**config.mk**
```make
export PLATFORM = sky130hd
export DESIGN_NAME = serial_adder_ctrl
export DESIGN_NICKNAME = d
export VERILOG_FILES = /design/src/rtl/serial_adder_ctrl.sv
export SDC_FILE = /design/constraint.sdc
export NUM_CORES = 1
export LEC_CHECK = 0
export ABC_AREA = 1
export CAP_MARGIN = 20
export CORE_MARGIN = 3
export CORE_UTILIZATION = 42
export DETAILED_ROUTE_END_ITERATION = 10
export PLACE_DENSITY = 0.66
export SLEW_MARGIN = 25
export SYNTH_ARGS = -nofsm -noshare
export SYNTH_HDL_FRONTEND = slang
export SYNTH_SLANG_ARGS = --single-unit
```
**constraint.sdc**
```tcl
create_clock -name clk_in -period 3.01 [get_ports clk_in]
set_input_delay 0.4515 -clock clk_in [delete_from_list [all_inputs] [get_ports clk_in]]
set_output_delay 0.4515 -clock clk_in [all_outputs]
set_load 0.01 [all_outputs]
```
**src/rtl/serial_adder_ctrl.sv**
```systemverilog
// Bit-serial adder controller: adds two WIDTH-bit operands one bit per cycle,
// LSB first, through a single full-add cell and a carry flip-flop.
module serial_adder_ctrl #(
  parameter int WIDTH = 8
) (
  input  logic             clk_in,
  input  logic             rst_n_in,
  input  logic             start_in,
  input  logic [WIDTH-1:0] a_in,
  input  logic [WIDTH-1:0] b_in,
  output logic             busy_out,
  output logic             done_out,
  output logic [WIDTH-1:0] sum_out,
  output logic             carry_out,
  output logic [1:0]       state_dbg
);

  // Counter must be able to hold WIDTH so an overrun can be detected.
  localparam int CW = $clog2(WIDTH + 1);

  typedef enum logic [1:0] {
    IDLE = 2'd0,
    RUN  = 2'd1,
    DONE = 2'd2
  } state_t;

  state_t           state;
  logic [WIDTH-1:0] a_sr;
  logic [WIDTH-1:0] b_sr;
  logic             carry_q;
  logic [CW-1:0]    cnt;

  logic ha1_s, ha1_c, ha2_c, fa_s, fa_c;

  // Full-add cell: two half-add stages with their carries ORed together.
  assign ha1_s = a_sr[0] ^ b_sr[0];
  assign ha1_c = a_sr[0] & b_sr[0];
  assign fa_s  = ha1_s ^ carry_q;
  assign ha2_c = ha1_s & carry_q;
  assign fa_c  = ha1_c | ha2_c;

  assign state_dbg = state;

  always_ff @(posedge clk_in or negedge rst_n_in) begin
    if (!rst_n_in) begin
      state     <= IDLE;
      busy_out  <= 1'b0;
      done_out  <= 1'b0;
      sum_out   <= '0;
      carry_out <= 1'b0;
      carry_q   <= 1'b0;
      cnt       <= '0;
      a_sr      <= '0;
      b_sr      <= '0;
    end else begin
      case (state)
        IDLE: begin
          busy_out <= 1'b0;
          done_out <= 1'b0;
          if (start_in) begin
            state     <= RUN;
            busy_out  <= 1'b1;
            a_sr      <= a_in;
            b_sr      <= b_in;
            carry_q   <= 1'b0;
            cnt       <= '0;
            sum_out   <= '0;
            carry_out <= 1'b0;
          end
        end
        RUN: begin
          if (cnt >= CW'(WIDTH)) begin
            // Overrun guard: never write outside sum_out, just finish.
            state    <= DONE;
            done_out <= 1'b1;
          end else begin
            for (int i = 0; i < WIDTH; i++) begin
              if (cnt == CW'(i)) sum_out[i] <= fa_s;
            end
            carry_q <= fa_c;
            a_sr    <= a_sr >> 1;
            b_sr    <= b_sr >> 1;
            cnt     <= cnt + CW'(1);
            if (cnt == CW'(WIDTH - 1)) begin
              state     <= DONE;
              done_out  <= 1'b1;
              carry_out <= fa_c;
            end
          end
        end
        DONE: begin
          state    <= IDLE;
          busy_out <= 1'b0;
          done_out <= 1'b0;
        end
        default: begin
          state    <= IDLE;
          busy_out <= 1'b0;
          done_out <= 1'b0;
        end
      endcase
    end
  end

endmodule
```
# [Yosys cells after proc, flatten, opt, wreduce, memory -nomap -nowiden]
# Index checks and enable logic that the tools add are counted.
[word_totals] reg_bits=34 input_bits=19 wordCells=90
[classes] add_sub_neg=1 magnitude_cmp=1 n_eq_ne=19 n_mux=35 n_bitwise=5 n_reduce_logical=13
[ops] cell="$mux W8" count=6
[ops] cell="$pmux W8 S2" count=3
[ops] cell="$reduce_and A4 Y1" count=8
[ops] cell="$ne A2 B2 Y1 const B" count=10
[ops] cell="$eq A4 B3 Y1 const B" count=4
[ops] cell="$mux W1" count=16
[ops] cell="$eq A4 B2 Y1 const B" count=2
[ops] cell="$mux W4" count=2
[ops] cell="$pmux W4 S2" count=1
[ops] cell="$mux W2" count=3
[ops] cell="$pmux W1 S2" count=3
[ops] cell="$add A4 B1 Y4 const B" count=1
[ops] cell="$eq A4 B1 Y1 const B" count=1
[ops] cell="$ge A4 B4 Y1 const B" count=1
[ops] cell="$logic_not A4 Y1" count=1
[ops] cell="$pmux W2 S2" count=1
[ops] cell="$ne A3 B3 Y1 const B" count=1
[ops] cell="$reduce_and A3 Y1" count=1
[ops] cell="$and A1 B1 Y1" count=2
[ops] cell="$eq A2 B1 Y1 const B" count=1
[ops] cell="$logic_not A2 Y1" count=1
[ops] cell="$reduce_and A2 Y1" count=1
[ops] cell="$reduce_bool A2 Y1" count=1
[ops] cell="$xor A1 B1 Y1" count=2
[ops] cell="$or A1 B1 Y1" count=1

# [Depth between registers and ports, before layout]
# Gate-level depths: netlist of run 1.
[depth] ltp_word=6 depth_mapped=7 depth_no_buf=7

# [Worst setup path before layout of run 1]
# No wires, ideal clock.
[synth_timing] path_kind="reg-to-reg" startpoint="register a_sr[0]" endpoint="register sum_out[0]" setup_ns=0.065 arrival_time_ns=1.318 required_time_ns=2.945 slack_ns=1.626 path_stages_with_launch=6 n_path_buf=0 period_less_slack_ns=1.384 cell_sequence="dfrtp_1 > fa_1 > inv_1 > nor2_2 > nand3_1 > nand2_1"
[synth_between] elab_chain_len=5
[synth_lines] item="start, declared" line_no="28" rtl="logic [WIDTH-1:0] a_sr;"
[synth_lines] item="start signal, assigned" line_no="63" rtl="a_sr <= a_in;"
[synth_lines] item="start signal, assigned" line_no="81" rtl="a_sr <= a_sr >> 1;"
[synth_lines] item="$xor A1 B1 Y1" line_no="36" rtl="assign ha1_s = a_sr[0] ^ b_sr[0];"
[synth_lines] item="$xor A1 B1 Y1" line_no="38" rtl="assign fa_s = ha1_s ^ carry_q;"
[synth_lines] item="$mux W1" line_no="78" rtl="if (cnt == CW'(i)) sum_out[i] <= fa_s;"
[synth_lines] item="$mux W8" line_no="72" rtl="if (cnt >= CW'(WIDTH)) begin"
[synth_lines] item="$pmux W8 S2" line_no="56" rtl="case (state)"
[synth_lines] item="end signal, assigned by index" line_no="78"
[synth_lines] item="end, declared" line_no="13" rtl="output logic [WIDTH-1:0] sum_out,"
# No other way between the ends. The select of a mux whose other input is x is not followed.
# A chain may end at the register's enable or synchronous reset.

# [Worst setup path after layout of run 1]
[layout_timing] startpoint="register state[0], in the netlist state_dbg[0]" endpoint="output port state_dbg[0]"
[layout_rtl] item="start, declared" line_no="27" rtl="state_t state;"
[layout_rtl] item="start signal, assigned" line_no="46" rtl="state <= IDLE;"
[layout_rtl] item="start signal, assigned" line_no="61" rtl="state <= RUN;"
[layout_rtl] item="start signal, assigned" line_no="74" rtl="state <= DONE;"
[layout_rtl] item="end, declared" line_no="15" rtl="output logic [1:0] state_dbg"
# No word-level cell between the ends.

==> flow_summary.json, run 1 <==
{
  "clkSinkCount": 34,
  "grt_max_degree": 45,
  "ir_drop_uv": 1030,
  "die_y_um": 70.5,
  "crit_fanout": 5,
  "r2r_slack_ps": 1450,
  "cpPeakStageDelay_ps": 590,
  "rsz0062_at_grt": "no",
  "crit_path_start_kind": "register",
  "grt_pass1_wl_um": 6220,
  "fp-row-count": 22,
  "wl_met1_um": 1680,
  "critical_path_required_ps": 2560,
  "first_global_vias": 1475,
  "r2r-end": "sum_out[4]",
  "outcome": "complete, no violations",
  "htree_levels": 2,
  "overflow": 0,
  "final_util_pct": 57.3,
  "clk_latency_ps": 290,
  "syn_inst": 219,
  "cp_top_family": "buffers and inverters",
  "final.setup.worst_slack_ps": 1190,
  "p_per_area_mw_per_mm2": 1170,
  "avgSynthCellArea_um2": 7.99,
  "clockBufferDepth": 2,
  "drc_errors": 0,
  "worstPathCellList": "clkdlybuf4s50_1",
  "drt_pass1_iterations": 4,
  "start_util_pct": 45.7,
  "hpwl_um": 2230,
  "period_share_pct": 60.6,
  "yosysUniqueCellTypes": 22,
  "clock.fmax_ghz": 0.549,
  "setup_viol": 0,
  "setup_tns_ps": 0,
  "critPathArrivalTime_ps": 1370,
  "diodes": 0,
  "critPathBufInv": 1,
  "hold_viol_final": 0,
  "worst_slew_pin_slew_ps": 427,
  "drv_slew": 0,
  "hold_buffers": 0,
  "path_depth": 1,
  "yosysTopAreaCell": "dfrtp_1",
  "ant_nets": 0,
  "drive_above_1_share_pct": 7.17,
  "wl_per_cell_um": 11.1,
  "path_class": "reg -> out",
  "routed_via_density": 4.75,
  "ys_seq_area_share_pct": 48.6,
  "startpoint": "state_dbg[0]",
  "grt_use_total_pct": 15.5,
  "cts_resized": 0,
  "synth_seq_cells": 34,
  "wl_met3_um": 134,
  "drv_cap": 0,
  "die_w_um": 70.5,
  "worstReg2RegStart": "a_sr[0]",
  "syn-cell-area_mm2": 0.00175,
  "root_buffer": "clkbuf_8",
  "area_growth_pct": 25.4,
  "cts_tree": "yes",
  "wl_met2_um": 1440,
  "power.leakage_uw": 0.00113,
  "io_buffer_count": 31,
  "clk_pin_slew_ps": 70,
  "hold_class": "reg -> reg",
  "fp.dieArea_mm2": 0.00498,
  "drt_iter0_markers": 54,
  "vias": 1420,
  "numCtsBuffers": 5,
  "cp-endpoint": "state_dbg[0]",
  "yosys-top-cells-area": "dfrtp_1 49%, nand2_1 23%, nand3_1 4.9%",
  "antenna_found_initial": 0,
  "synthesis.nets": 243,
  "routed.top_layer": "met4",
  "min_from": "sum_out[1]",
  "cts_setup_buffers": 0,
  "yosysTopAreaCellShare_pct": 48.6,
  "place_ws_ps": 1250,
  "pin_count": 32,
  "crit_slowest_cell": "clkdlybuf4s50_1",
  "worst_clock_skew_ps": 8.30,
  "rr_worst_depth": 5,
  "fill_cells": 383,
  "fin_crit_ps": 1820,
  "routed_wl_um": 3310,
  "slew_headroom_pct": 71.5,
  "nNetsFinal": 274,
  "core_mm2": 0.00383,
  "gp_congestion": 0.736,
  "worstSetupEndpointType": "output port",
  "ys_warn_count": 0
}
==> kinds of logic (layout without fill, tap and decap cells) <==
kind of cell               after synthesis  count (layout)  synth area share [%]
AOI/OAI and AO/OA                       21              21                  6.22
xor gates and xnor gates                 1               1                 0.501
adders and majority gates                5               5                  4.01
buffers and inverters                   26              58                  8.23
DFF                                     34              34                  48.6
and+or+nand+nor                        132             132                  32.4
==> layout by cell type, fill, tap and decap left out, drive strengths merged <==
master         synthesis  routed
dfrtp                 34      34
bufinv                 0       2
o21a                   1       1
xor2                   1       1
a31oi                  1       1
clkbuf                 0       6
o21ai                 18      18
buf                    8       1
ha                     4       4
fa                     1       1
inv                   18      18
nor2                   6       6
nand2                108     108
nand3                 18      18
clkdlybuf4s50          0      31
a21oi                  1       1
==> how the worst min path moves through the flow <==
stage                            end  slack (ps)  cells after the start
after floorplan              a_sr[0]         160                      0
after global placement       a_sr[4]         460                      2
after detailed placement     b_sr[6]         460                      2
after CTS                    b_sr[6]         480                      2
after global routing      sum_out[0]         500                      2
final                     sum_out[1]         470                      2
==> per-layer routing <==
layer / up-vias / global-route usage [%]
met2: 28 / 24.0
li1: 742 / -
met4: 0 / 5.64
met5: - / 0
met3: 5 / 4.69
met1: 645 / 20.7
==> where the power goes <==
part           leakage [µW]  internal (µW)  total, µW  switching, µW
combinational      0.000622            463       1270            809
clock             0.0000714            353        522            169
sequential         0.000438            654        773            118
total               0.00113           1470       2570           1100
==> state kept, by name, indices dropped and copies added, names as in the netlist <==
name	cells
a_sr	8
b_sr	8
busy_out	1
carry_out	1
carry_q	1
cnt	4
done_out	1
state_dbg	2
sum_out	8
==> cell type report <==
class / instances / area [µm²] / area share [%]
clock buffers: 6 / 82.6 / 3.76
repair buffers: 32 / 318 / 14.5
flip-flops and latches: 34 / 851 / 38.8
well taps: 48 / 60.1 / 2.74
multi-input cells: 159 / 754 / 34.4
clock inverters: 2 / 60.1 / 2.74
inverters: 18 / 67.6 / 3.08
==> stage by stage <==
step                      std cells  power (µW)  instance area (µm²)  hold slack, ps
final                           299        2570                 2190             471
after global routing            299        2850                 2190             497
after CTS                       299        2600                 2190             476
after detailed placement        291        2070                 2050             459
after global placement          291        2040                 2050             457
after floorplan                 219        1830                 1750             156
==> Yosys cell counts (all sizes together) <==
cell type / n
o21a: 1
nand2: 108
nor2: 6
inv: 18
buf: 8
dfrtp: 34
a21oi: 1
xor2: 1
o21ai: 18
a31oi: 1
nand3: 18
ha: 4
fa: 1
Power figures use the tool's default switching activity.
==> run 2: changes to the inputs <==
==> constraint.sdc (replaced) <==
create_clock -name clk_in -period 1.7 [get_ports clk_in]
set_input_delay 0.255 -clock clk_in [delete_from_list [all_inputs] [get_ports clk_in]]
set_output_delay 0.255 -clock clk_in [all_outputs]
set_load 0.01 [all_outputs]
==> run 2 against run 1 <==
Combinational power is 77% higher. First-iteration DRC count is 85% higher. Critical path type unchanged. Non-clock buffer count is 1 higher. Register-to-register slack worse by 1300 ps. Design area is 2.6% lower. Via count is 1.3% lower. Largest power group unchanged. Sequential share of layout area is 1.1 points higher. Flip-flop and latch count stayed put. Count of clock-buffer cells in the layout is 1 higher. Die area stayed put. Routed wire length is 3.1% lower.
==> flow_summary.json, run 2 (same netlist as run 1, synthesis figures left out) <==
{
  "io_buffer_count": 31,
  "fill_cells": 371,
  "start_util_pct": 45.7,
  "routed_wl_um": 3200,
  "diodes": 0,
  "slew_headroom_pct": 71.6,
  "drv_cap": 0,
  "clockBufferDepth": 2,
  "nNetsFinal": 275,
  "critPathArrivalTime_ps": 1330,
  "drive_above_1_share_pct": 6.77,
  "root_buffer": "clkbuf_8",
  "hold_viol_final": 0,
  "numCtsBuffers": 5,
  "grt_max_degree": 45,
  "cpPeakStageDelay_ps": 580,
  "power.leakage_uw": 0.00110,
  "gp_congestion": 0.752,
  "pin_count": 32,
  "final_common_cell": "nand2_1",
  "rsz0062_at_grt": "no",
  "antenna_found_initial": 0,
  "worst_clock_skew_ps": 5.82,
  "routed_via_density": 4.69,
  "worstPathCellList": "clkdlybuf4s50_1",
  "worst_slew_pin_slew_ps": 426,
  "period_share_pct": 93.2,
  "clock.fmax_ghz": 0.631,
  "ir_drop_uv": 1380,
  "crit_slowest_cell": "clkdlybuf4s50_1",
  "final_cell_mix": "105 x nand2_1, 33 x dfrtp_1, 31 x clkdlybuf4s50_1",
  "clk_pin_slew_ps": 70,
  "worstSetupEndpointType": "output port",
  "p_per_area_mw_per_mm2": 1950,
  "overflow": 0,
  "outcome": "complete, no violations",
  "cp_top_family": "buffers and inverters",
  "grt_pass1_wl_um": 5890,
  "setup_viol": 0,
  "drt_pass1_iterations": 5,
  "first_global_vias": 1405,
  "fp.dieArea_mm2": 0.00498,
  "htree_levels": 2,
  "die_y_um": 70.5,
  "drc_errors": 0,
  "critPathBufInv": 1,
  "setup_tns_ps": 0,
  "core_mm2": 0.00383,
  "fin_crit_ps": 1580,
  "fp-row-count": 22,
  "path_class": "reg -> out",
  "hold_buffers": 0,
  "area_growth_pct": 22.1,
  "worstReg2RegStart": "a_sr[0]",
  "biggestRegsByFlops": "a_sr: 8 flops, b_sr: 8 flops, sum_out: 8 flops",
  "final_util_pct": 55.8,
  "wl_per_cell_um": 10.7,
  "rr_worst_depth": 5,
  "critical_path_required_ps": 1440,
  "die_w_um": 70.5,
  "crit_fanout": 4,
  "cts_tree": "yes",
  "r2r-end": "sum_out[6]",
  "vias": 1401,
  "grt_use_total_pct": 14.7,
  "clkSinkCount": 34,
  "crit_path_start_kind": "register",
  "drv_slew": 0,
  "hold_class": "in -> async",
  "r2r_slack_ps": 180,
  "clk_latency_ps": 280,
  "drt_iter0_markers": 100,
  "ant_nets": 0,
  "path_depth": 1,
  "hpwl_um": 2220
}
==> run 2: worst max path at each step <==
stage | startpoint | to
3_3_place_gp | start_in | b_sr[6]
3_5_place_dp | start_in | a_sr[0]
2_1_floorplan | a_sr[0] | sum_out[0]
4_1_cts | state_dbg[0] | state_dbg[0]
5_1_grt | a_sr[0] | sum_out[5]
6_report | state_dbg[1] | state_dbg[1]
==> run 2: layout make-up <==
class	count	area [µm²]	area share, %
clock buffers	7	76.3	3.57
multi-input cells	159	754	35.3
well taps	48	60.1	2.81
flip-flops and latches	34	852	39.9
repair buffers	33	325	15.2
inverters	18	67.6	3.16
==> run 2: report_power, final <==
part           total [µW]  switching, µW  internal, µW  leakage, µW
sequential           1370            211          1160     0.000437
combinational        2250           1420           835     0.000626
clock                 544            263           281    0.0000383
==> run 2: repair_timing <==
action | in CTS | in global routing
setup buffers | 0 | 0
setup endpoints to repair | 0 | 1
hold endpoints to repair | 0 | 0
gates resized for setup | 0 | 1
==> run 2: per-layer routing <==
metal,vias up,part of all wire (%),global-route usage [%]
li1,744,-,-
met1,622,49,19.2
met2,28,44,22.9
met3,7,5.1,4.69
met4,0,1.8,5.64
met5,-,0,0
==> run 2: per-stage QoR <==
step / worst slack, ps / hold WS, ps / instance area, µm² / instances / total power (µW)
after CTS: 59.6 / 397 / 2130 / 299 / 4230
after global placement: 180 / 458 / 2060 / 292 / 3630
after global routing: 40.4 / 412 / 2140 / 299 / 4690
final: 116 / 377 / 2140 / 299 / 4170
after floorplan: 316 / -40.6 / 1750 / 219 / 3240
after detailed placement: 155 / 461 / 2060 / 292 / 3670
==> run 3: changes to the inputs <==
--- a/config.mk
+++ b/config.mk
@@ -9,9 +9,10 @@
 export CAP_MARGIN = 20
 export CORE_MARGIN = 3
 export CORE_UTILIZATION = 42
+export CTS_CLUSTER_SIZE = 30
 export DETAILED_ROUTE_END_ITERATION = 10
 export PLACE_DENSITY = 0.66
-export SLEW_MARGIN = 25
+export SLEW_MARGIN = 0
 export SYNTH_ARGS = -nofsm -noshare
 export SYNTH_HDL_FRONTEND = slang
 export SYNTH_SLANG_ARGS = --single-unit
==> results of run 3 <==
Same layout as run 2: the final DEF is identical, and so are final timing and power.
